--- src/rtl/keypad_hex_entry_if.sv ---
// Keypad entry <-> CPU MMIO bundle: key events, assembled 32-bit word, commit/clear/ack pulses.
// Latency: none (wires only); master = keypad_hex_entry, slave = CPU / display side.
// Backpressure: entry_ready stays high until the slave pulses entry_ack (or clear_req).
interface keypad_hex_entry_if;
    logic        commit_req;   // slave -> master: latch entry for the CPU
    logic        clear_req;    // slave -> master: erase entry
    logic        entry_ack;    // slave -> master: committed word consumed
    logic [3:0]  key_code;     // master -> slave: last accepted key nibble
    logic        key_valid;    // master -> slave: one-cycle pulse per accepted key
    logic [31:0] entry_data;   // master -> slave: assembled word, newest nibble in [3:0]
    logic [3:0]  digit_cnt;    // master -> slave: nibbles entered, saturates at 8
    logic        entry_ready;  // master -> slave: word committed, awaiting ack

    modport master (
        input  commit_req, clear_req, entry_ack,
        output key_code, key_valid, entry_data, digit_cnt, entry_ready
    );

    modport slave (
        output commit_req, clear_req, entry_ack,
        input  key_code, key_valid, entry_data, digit_cnt, entry_ready
    );
endinterface

--- src/rtl/keypad_hex_entry.sv ---
// 4x4 active-low keypad scanner + debouncer assembling hex nibbles into a 32-bit MMIO entry word.
// Latency: key_valid one cycle after the DEBOUNCE_SCANS-th low sample; entry updates one cycle later.
// Backpressure: while entry_ready is high the word is frozen until entry_ack/clear_req; keys still pulse.
// Ports: clk, rst_n (async active-low), row_in (async rows, active-low), col_out (one-hot-low drive),
//        bus (keypad_hex_entry_if.master: commit/clear/ack in, key/entry status out).
// Optional: define KEYPAD_AUTOREPEAT_EN to re-issue key_valid every REPEAT_SCANS held samples.
module keypad_hex_entry #(
    parameter int SCAN_DIV       = 50000,  // clk cycles per column step, must be >= 3
    parameter int DEBOUNCE_SCANS = 4,      // must be >= 2
    parameter int REPEAT_SCANS   = 64
) (
    input  logic               clk,
    input  logic               rst_n,
    input  logic [3:0]         row_in,
    output logic [3:0]         col_out,
    keypad_hex_entry_if.master bus
);
    localparam int DIV_W = (SCAN_DIV > 1) ? $clog2(SCAN_DIV) : 1;
    localparam int DB_W  = $clog2(DEBOUNCE_SCANS + 1);
`ifdef KEYPAD_AUTOREPEAT_EN
    localparam int REP_W = $clog2(REPEAT_SCANS + 1);
`endif

    typedef enum logic [1:0] {SCAN, DEBOUNCE, HOLD} state_t;

    state_t            state_q, state_d;
    logic [3:0]        row_s1, row_s2;
    logic [DIV_W-1:0]  step_q;
    logic [1:0]        col_q, col_d;
    logic [1:0]        row_q, row_d;
    logic [DB_W-1:0]   cnt_q, cnt_d;       // press matches in DEBOUNCE, release matches in HOLD
    logic              kv_q, kv_d;
    logic [3:0]        kc_q, kc_d;
    logic [31:0]       data_q;
    logic [3:0]        dig_q;
    logic              rdy_q;
    logic              sample;
    logic              row_low;
    logic              any_low;
    logic [1:0]        low_row;
`ifdef KEYPAD_AUTOREPEAT_EN
    logic [REP_W-1:0]  rep_q, rep_d;
`endif

    function automatic logic [3:0] key_map(input logic [1:0] r, input logic [1:0] c);
        case ({r, c})
            4'h0: return 4'h1;  4'h1: return 4'h2;  4'h2: return 4'h3;  4'h3: return 4'hA;
            4'h4: return 4'h4;  4'h5: return 4'h5;  4'h6: return 4'h6;  4'h7: return 4'hB;
            4'h8: return 4'h7;  4'h9: return 4'h8;  4'hA: return 4'h9;  4'hB: return 4'hC;
            4'hC: return 4'hE;  4'hD: return 4'h0;  4'hE: return 4'hF;  default: return 4'hD;
        endcase
    endfunction

    // Sync flops reset to "all released" so the first scan never sees phantom presses.
    always_ff @(posedge clk or negedge rst_n) begin
        if (!rst_n) begin
            row_s1 <= 4'hF;
            row_s2 <= 4'hF;
        end else begin
            row_s1 <= row_in;
            row_s2 <= row_s1;
        end
    end

    assign sample  = (step_q == DIV_W'(SCAN_DIV - 1));
    assign row_low = ~row_s2[row_q];
    assign any_low = ~&row_s2;
    assign col_out = ~(4'b0001 << col_q);

    // Lowest-index low row wins when several rows are pressed in one column.
    always_comb begin
        low_row = 2'd3;
        if (!row_s2[2]) low_row = 2'd2;
        if (!row_s2[1]) low_row = 2'd1;
        if (!row_s2[0]) low_row = 2'd0;
    end

    always_comb begin
        state_d = state_q;
        col_d   = col_q;
        row_d   = row_q;
        cnt_d   = cnt_q;
        kv_d    = 1'b0;
        kc_d    = kc_q;
`ifdef KEYPAD_AUTOREPEAT_EN
        rep_d   = rep_q;
`endif
        if (sample) begin
            case (state_q)
                SCAN: begin
                    if (any_low) begin
                        row_d   = low_row;
                        cnt_d   = DB_W'(1);
                        state_d = DEBOUNCE;
                    end else begin
                        col_d = col_q + 2'd1;
                    end
                end
                DEBOUNCE: begin
                    if (row_low) begin
                        cnt_d = cnt_q + DB_W'(1);
                        if (cnt_q + DB_W'(1) == DB_W'(DEBOUNCE_SCANS)) begin
                            kv_d    = 1'b1;
                            kc_d    = key_map(row_q, col_q);
                            cnt_d   = '0;
                            state_d = HOLD;
`ifdef KEYPAD_AUTOREPEAT_EN
                            rep_d   = '0;
`endif
                        end
                    end else begin
                        col_d   = col_q + 2'd1;
                        state_d = SCAN;
                    end
                end
                HOLD: begin
                    if (row_low) begin
                        cnt_d = '0;
`ifdef KEYPAD_AUTOREPEAT_EN
                        if (rep_q + REP_W'(1) == REP_W'(REPEAT_SCANS)) begin
                            kv_d  = 1'b1;
                            rep_d = '0;
                        end else begin
                            rep_d = rep_q + REP_W'(1);
                        end
`endif
                    end else begin
                        cnt_d = cnt_q + DB_W'(1);
`ifdef KEYPAD_AUTOREPEAT_EN
                        rep_d = '0;
`endif
                        if (cnt_q + DB_W'(1) == DB_W'(DEBOUNCE_SCANS)) begin
                            cnt_d   = '0;
                            col_d   = col_q + 2'd1;
                            state_d = SCAN;
                        end
                    end
                end
                default: state_d = SCAN;
            endcase
        end
    end

    always_ff @(posedge clk or negedge rst_n) begin
        if (!rst_n) begin
            state_q <= SCAN;
            step_q  <= '0;
            col_q   <= '0;
            row_q   <= '0;
            cnt_q   <= '0;
            kv_q    <= 1'b0;
            kc_q    <= '0;
`ifdef KEYPAD_AUTOREPEAT_EN
            rep_q   <= '0;
`endif
        end else begin
            state_q <= state_d;
            step_q  <= sample ? '0 : step_q + DIV_W'(1);
            col_q   <= col_d;
            row_q   <= row_d;
            cnt_q   <= cnt_d;
            kv_q    <= kv_d;
            kc_q    <= kc_d;
`ifdef KEYPAD_AUTOREPEAT_EN
            rep_q   <= rep_d;
`endif
        end
    end

    // Entry word: clear/ack beats everything; key shift and commit only while not committed.
    always_ff @(posedge clk or negedge rst_n) begin
        if (!rst_n) begin
            data_q <= '0;
            dig_q  <= '0;
            rdy_q  <= 1'b0;
        end else if (bus.clear_req || bus.entry_ack) begin
            data_q <= '0;
            dig_q  <= '0;
            rdy_q  <= 1'b0;
        end else if (!rdy_q) begin
            if (kv_q) begin
                data_q <= {data_q[27:0], kc_q};
                if (dig_q != 4'd8) dig_q <= dig_q + 4'd1;
            end
            if (bus.commit_req) rdy_q <= 1'b1;
        end
    end

    assign bus.key_code    = kc_q;
    assign bus.key_valid   = kv_q;
    assign bus.entry_data  = data_q;
    assign bus.digit_cnt   = dig_q;
    assign bus.entry_ready = rdy_q;
endmodule

--- src/flat_wrapper.sv ---
// flat-port wrapper written by rule: the top's interface ports become plain ports
module keypad_hex_entry_flat 
#(
    parameter int SCAN_DIV       = 50000,                                             
    parameter int DEBOUNCE_SCANS = 4,                     
    parameter int REPEAT_SCANS   = 64
)
  (clk, rst_n, row_in, col_out, bus_commit_req, bus_clear_req, bus_entry_ack, bus_key_code, bus_key_valid, bus_entry_data, bus_digit_cnt, bus_entry_ready);
  keypad_hex_entry_if bus_i ();
  input  logic clk;
  input  logic rst_n;
  input  logic [3:0] row_in;
  output logic [3:0] col_out;
  input wire logic [$bits(bus_i.commit_req)-1:0] bus_commit_req;
  input wire logic [$bits(bus_i.clear_req)-1:0] bus_clear_req;
  input wire logic [$bits(bus_i.entry_ack)-1:0] bus_entry_ack;
  output wire logic [$bits(bus_i.key_code)-1:0] bus_key_code;
  output wire logic [$bits(bus_i.key_valid)-1:0] bus_key_valid;
  output wire logic [$bits(bus_i.entry_data)-1:0] bus_entry_data;
  output wire logic [$bits(bus_i.digit_cnt)-1:0] bus_digit_cnt;
  output wire logic [$bits(bus_i.entry_ready)-1:0] bus_entry_ready;
  assign bus_i.commit_req = bus_commit_req;
  assign bus_i.clear_req = bus_clear_req;
  assign bus_i.entry_ack = bus_entry_ack;
  assign bus_key_code = bus_i.key_code;
  assign bus_key_valid = bus_i.key_valid;
  assign bus_entry_data = bus_i.entry_data;
  assign bus_digit_cnt = bus_i.digit_cnt;
  assign bus_entry_ready = bus_i.entry_ready;
  keypad_hex_entry #(.SCAN_DIV(SCAN_DIV), .DEBOUNCE_SCANS(DEBOUNCE_SCANS), .REPEAT_SCANS(REPEAT_SCANS)) u_core (.clk(clk), .rst_n(rst_n), .row_in(row_in), .col_out(col_out), .bus(bus_i));
endmodule
--- config.mk ---
export PLATFORM = sky130hd
export DESIGN_NAME = keypad_hex_entry_flat
export DESIGN_NICKNAME = d
export VERILOG_FILES = /design/src/rtl/keypad_hex_entry_if.sv /design/src/rtl/keypad_hex_entry.sv /design/src/flat_wrapper.sv
export SDC_FILE = /design/constraint.sdc
export NUM_CORES = 1
export LEC_CHECK = 0
export ABC_CLOCK_PERIOD_IN_PS = 3100
export BUFFER_PORTS_ARGS = -buffer_cell sky130_fd_sc_hd__buf_2
export CELL_PAD_IN_SITES_DETAIL_PLACEMENT = 1
export CELL_PAD_IN_SITES_GLOBAL_PLACEMENT = 1
export CORE_UTILIZATION = 40
export DETAILED_ROUTE_END_ITERATION = 10
export PLACE_DENSITY_LB_ADDON = 0.08
export SLEW_MARGIN = 20
export SYNTH_ARGS = -nofsm -noshare
export SYNTH_HDL_FRONTEND = slang
export SYNTH_SLANG_ARGS = --single-unit
--- constraint.sdc ---
create_clock -name clk -period 3.1 [get_ports clk]
set_input_delay 0.465 -clock clk [delete_from_list [all_inputs] [get_ports clk]]
set_output_delay 0.465 -clock clk [all_outputs]
set_load 0.005 [all_outputs]
==> qor.yml <==
run_status:
  status: "complete, no violations"
cts:
  cts.reportedPaths.clkPinSlew_ns: 0.07
  clockBufferDepth: 2
  cts_root_buf: "clkbuf_8"
  cts_tree: "yes"
  cts_setup_buffers: 0
  clock_sinks: 75
  cts_hold_buffers: 0
  cts_htree_levels: 3
  worstSkewPairLatency_ns: 0.34
  cts_buffers: 9
  cts_resized: 0
pwr:
  p_seq_share_pct: 56.2
  p_clk_share_pct: 41.7
  power_leakage_nw: 1.87
  p_int_mw: 1.38
  p_sw_mw: 0.382
  p_sw_share_pct: 21.7
  power-per-cell-area_nw_per_um2: 441
  pwr-share-comb_pct: 2.2
  ir_worst_vdd_v: 0.000213
setup_path:
  path_class: "register to register"
  crit_family: "simple AND/OR/NAND/NOR gates"
  crit_required_ns: 3.33
  critical_path.max_stage_delay_ns: 0.76
  cp_cell_sequence: "or4b_1 -> or4_1 -> nor4_2 -> mux2_2"
  reg2regPathDepth: 4
  critPathCaptureType: "register"
  cp.arrival_ns: 2.87
  cp_max_fo: 10
  path_buf_inv: 0
  startpoint_type: "register"
  worst_path_max_delay_cell: "or4_1"
  cp.depth: 4
logic_synthesis:
  yosys.area_share.xor_xnor_pct: 4.34
  synthCells: 333
  ys.warnings.count: 0
  syn-num-nets: 358
  ys_seq_elements: 75
  synthAdderAreaFrac_pct: 5.84
  synthDistinctLibCells: 41
  yosysSeqAreaShare_pct: 55.0
  muxShareOfSynthArea_pct: 5.07
  synth_top_family_by_area: "simple AND/OR/NAND/NOR gates"
  synth_simple_gate_area_share_pct: 17.6
  synth_compound_area_share_pct: 8.32
  syn_avg_cell_area_um2: 10.3
  netlist_area_um2: 3430
global_route:
  grt_pass1_wl_mm: 12.6
  gr-max-usage-layer: "met2"
  met2_usage_pct: 31.5
  met3_usage_pct: 3.78
  antenna_found_initial: 0
  met1_usage_pct: 23.2
  first_global_vias: 2655
  grt_max_degree: 76
  grtUsageTotal_pct: 18.6
  grt_overflow: 0
sta:
  rsz0062_at_grt: "false"
  finalCriticalPeriod_ns: 2.64
  tightest_slew_ns: 0.952
  drv_slew: 0
  fmax_mhz: 379
  slew_headroom_pct: 36.5
  hold_viol: 0
  setup-violations-final: 0
  finalSetupTns_ns: 0
  finClkSkew_ns: 0.0111
  min_period_over_period_pct: 85.1
route:
  vias: 2513
  drtIter0Drc: 80
  ant_nets: 0
  viasPerCell: 5.06
  wirelength_mm: 7.39
  wl_per_cell_um: 14.9
  drc_errors: 0
  first_pass_iters: 4
hold_path:
  min_path_cells: 1
  hp-class: "input port to register"
layout:
  finalNetCount: 412
  n_antenna_cell: 0
  num-fill-cells: 957
  area_delta_synth_final_pct: 16.6
  stdcell_count: 497
  drive_above_1_share_pct: 24.2
placed_design:
  port_buffers: 54
  dp.cells: 481
  dp_hpwl_mm: 5.05
  routabilityCongestion: 0.702
die:
  dieHeight_um: 94.6
  rows: 33
  core_um2: 8260
  dieArea_um2: 8950
  initial_core_util_pct: 41.5
  die-width_um: 94.6
  io_pins: 55
run:
  maxCapViolCount: 0
==> Yosys cell counts <==
cell	instances	area share [%]
nand4bb_1	1	0.33
inv_1	20	2.2
ha_1	16	5.8
dfstp_2	8	6.1
a2111oi_0	1	0.26
mux2_2	7	2.3
xnor2_1	6	1.5
and2_1	2	0.36
mux2i_1	5	1.5
o21ai_1	2	0.29
nand2b_1	1	0.18
o31ai_1	3	0.66
dfrtp_1	67	49
xor2_1	11	2.8
o21ai_0	3	0.44
o22ai_1	1	0.18
nand3b_1	2	0.44
buf_2	1	0.15
nor4_1	2	0.36
clkbuf_1	11	1.2
buf_1	2	0.22
and3_1	1	0.18
o211ai_1	1	0.22
or2_2	1	0.18
nor2_1	16	1.8
nor3_1	1	0.15
nor2b_1	1	0.18
or3_1	1	0.18
nand2_1	75	8.2
nor3b_1	1	0.22
or4bb_1	1	0.33
nand4_1	5	0.91
mux4_2	2	1.3
or4b_1	1	0.29
a21oi_1	36	5.3
and4_1	4	1.0
nor4_2	2	0.73
a21boi_0	1	0.22
or4_1	2	0.44
a2111oi_4	1	0.80
nand3_1	8	1.2
==> worst paths after layout <==
| check | start | endpoint | slack [ns] |
|---|---|---|---|
| max | u_core.step_q[11] | u_core.col_q[1] | 0.46 |
| min | row_in[3] | u_core.row_s1[3] | 0.22 |
| max reg2reg | u_core.step_q[11] | u_core.col_q[1] | 0.46 |
| min reg2reg | u_core.row_s1[2] | u_core.row_s2[2] | 0.36 |
| max in group asynchronous | rst_n | u_core.step_q[3] | 2.22 |
| min in group asynchronous | rst_n | u_core.bus.digit_cnt[3] | 0.26 |
==> per-stage QoR <==
step	util, %	hold WS, ns	power [mW]	cell area (um2)	worst slack [ns]
after floorplan	-	0.169	1.02	3430	0.675
final	48.4	0.217	1.76	4000	0.462
after global routing	48.4	0.194	1.84	4000	0.338
after CTS	48.4	0.200	1.79	4000	0.450
after global placement	46.1	0.346	1.05	3800	0.516
after detailed placement	46.1	0.348	1.05	3800	0.458
==> worst register-to-register path: stages (launching register included) <==
cell	delay (ns)
dfrtp_1	0.43
or4b_1	0.56
or4_1	0.76
nor4_2	0.41
mux2_2	0.37
==> cell families (layout without fill, tap and decap cells) <==
| family | Yosys count | after routing |
|---|---|---|
| multiplexers | 14 | 14 |
| XOR/XNOR | 17 | 17 |
| AO/OA/AOI/OAI | 49 | 49 |
| adder cells (fa/ha/maj) | 16 | 16 |
| flip-flops | 75 | 75 |
| buffers and inverters | 34 | 93 |
| AND/OR/NAND/NOR | 128 | 128 |
==> sequential cells by signal, summed over array words and instances (netlist names) <==
register                cells
u_core.bus.digit_cnt        4
u_core.row_s2               4
u_core.cnt_q                3
u_core.bus.entry_data      32
u_core.row_q                2
u_core.bus.key_code         4
u_core.step_q              16
u_core.bus.entry_ready      1
u_core.bus.key_valid        1
u_core.state_q              2
u_core.col_q                2
u_core.row_s1               4
==> per-layer routing <==
layer  wire, um  share of wire [%]
met1       3350                 45
met2       3710                 50
met3        250                3.4
met4         80                1.1
met5          0                  0
==> power by group through the flow <==
stage	registers (mW)	logic, mW	clock network, mW
5_1_grt	0.992	0.0447	0.805
3_3_place_gp	1.01	0.0399	0
6_report	0.991	0.0381	0.735
3_5_place_dp	1.01	0.0402	0
2_1_floorplan	1.01	0.0116	0
4_1_cts	0.991	0.0403	0.762
==> area by class of cell <==
type	instances	area, um2	area share [%]
Clock inverter	6	55.1	1.38
Tap cell	105	131	3.29
Clock buffer	10	138	3.44
Timing Repair Buffer	57	295	7.39
Multi-Input combinational cell	224	1420	35.4
Inverter	20	75.1	1.88
Sequential cell	75	1890	47.2
==> layout by cell type (no fill, tap or decap), drive strengths merged, types with 3 or more instances in the layout <==
master,synthesis,routed
nor2,16,16
ha,16,16
nor4,4,4
and4,4,4
a21oi,36,36
dfrtp,67,67
dfstp,8,8
nand3,8,8
mux2,7,7
nand2,75,75
nand4,5,5
clkinv,0,5
mux2i,5,5
o21ai,5,5
o31ai,3,3
clkbuf,11,10
xnor2,6,6
buf,3,57
xor2,11,11
inv,20,20
Note: power is estimated with default switching activity, not from simulation.
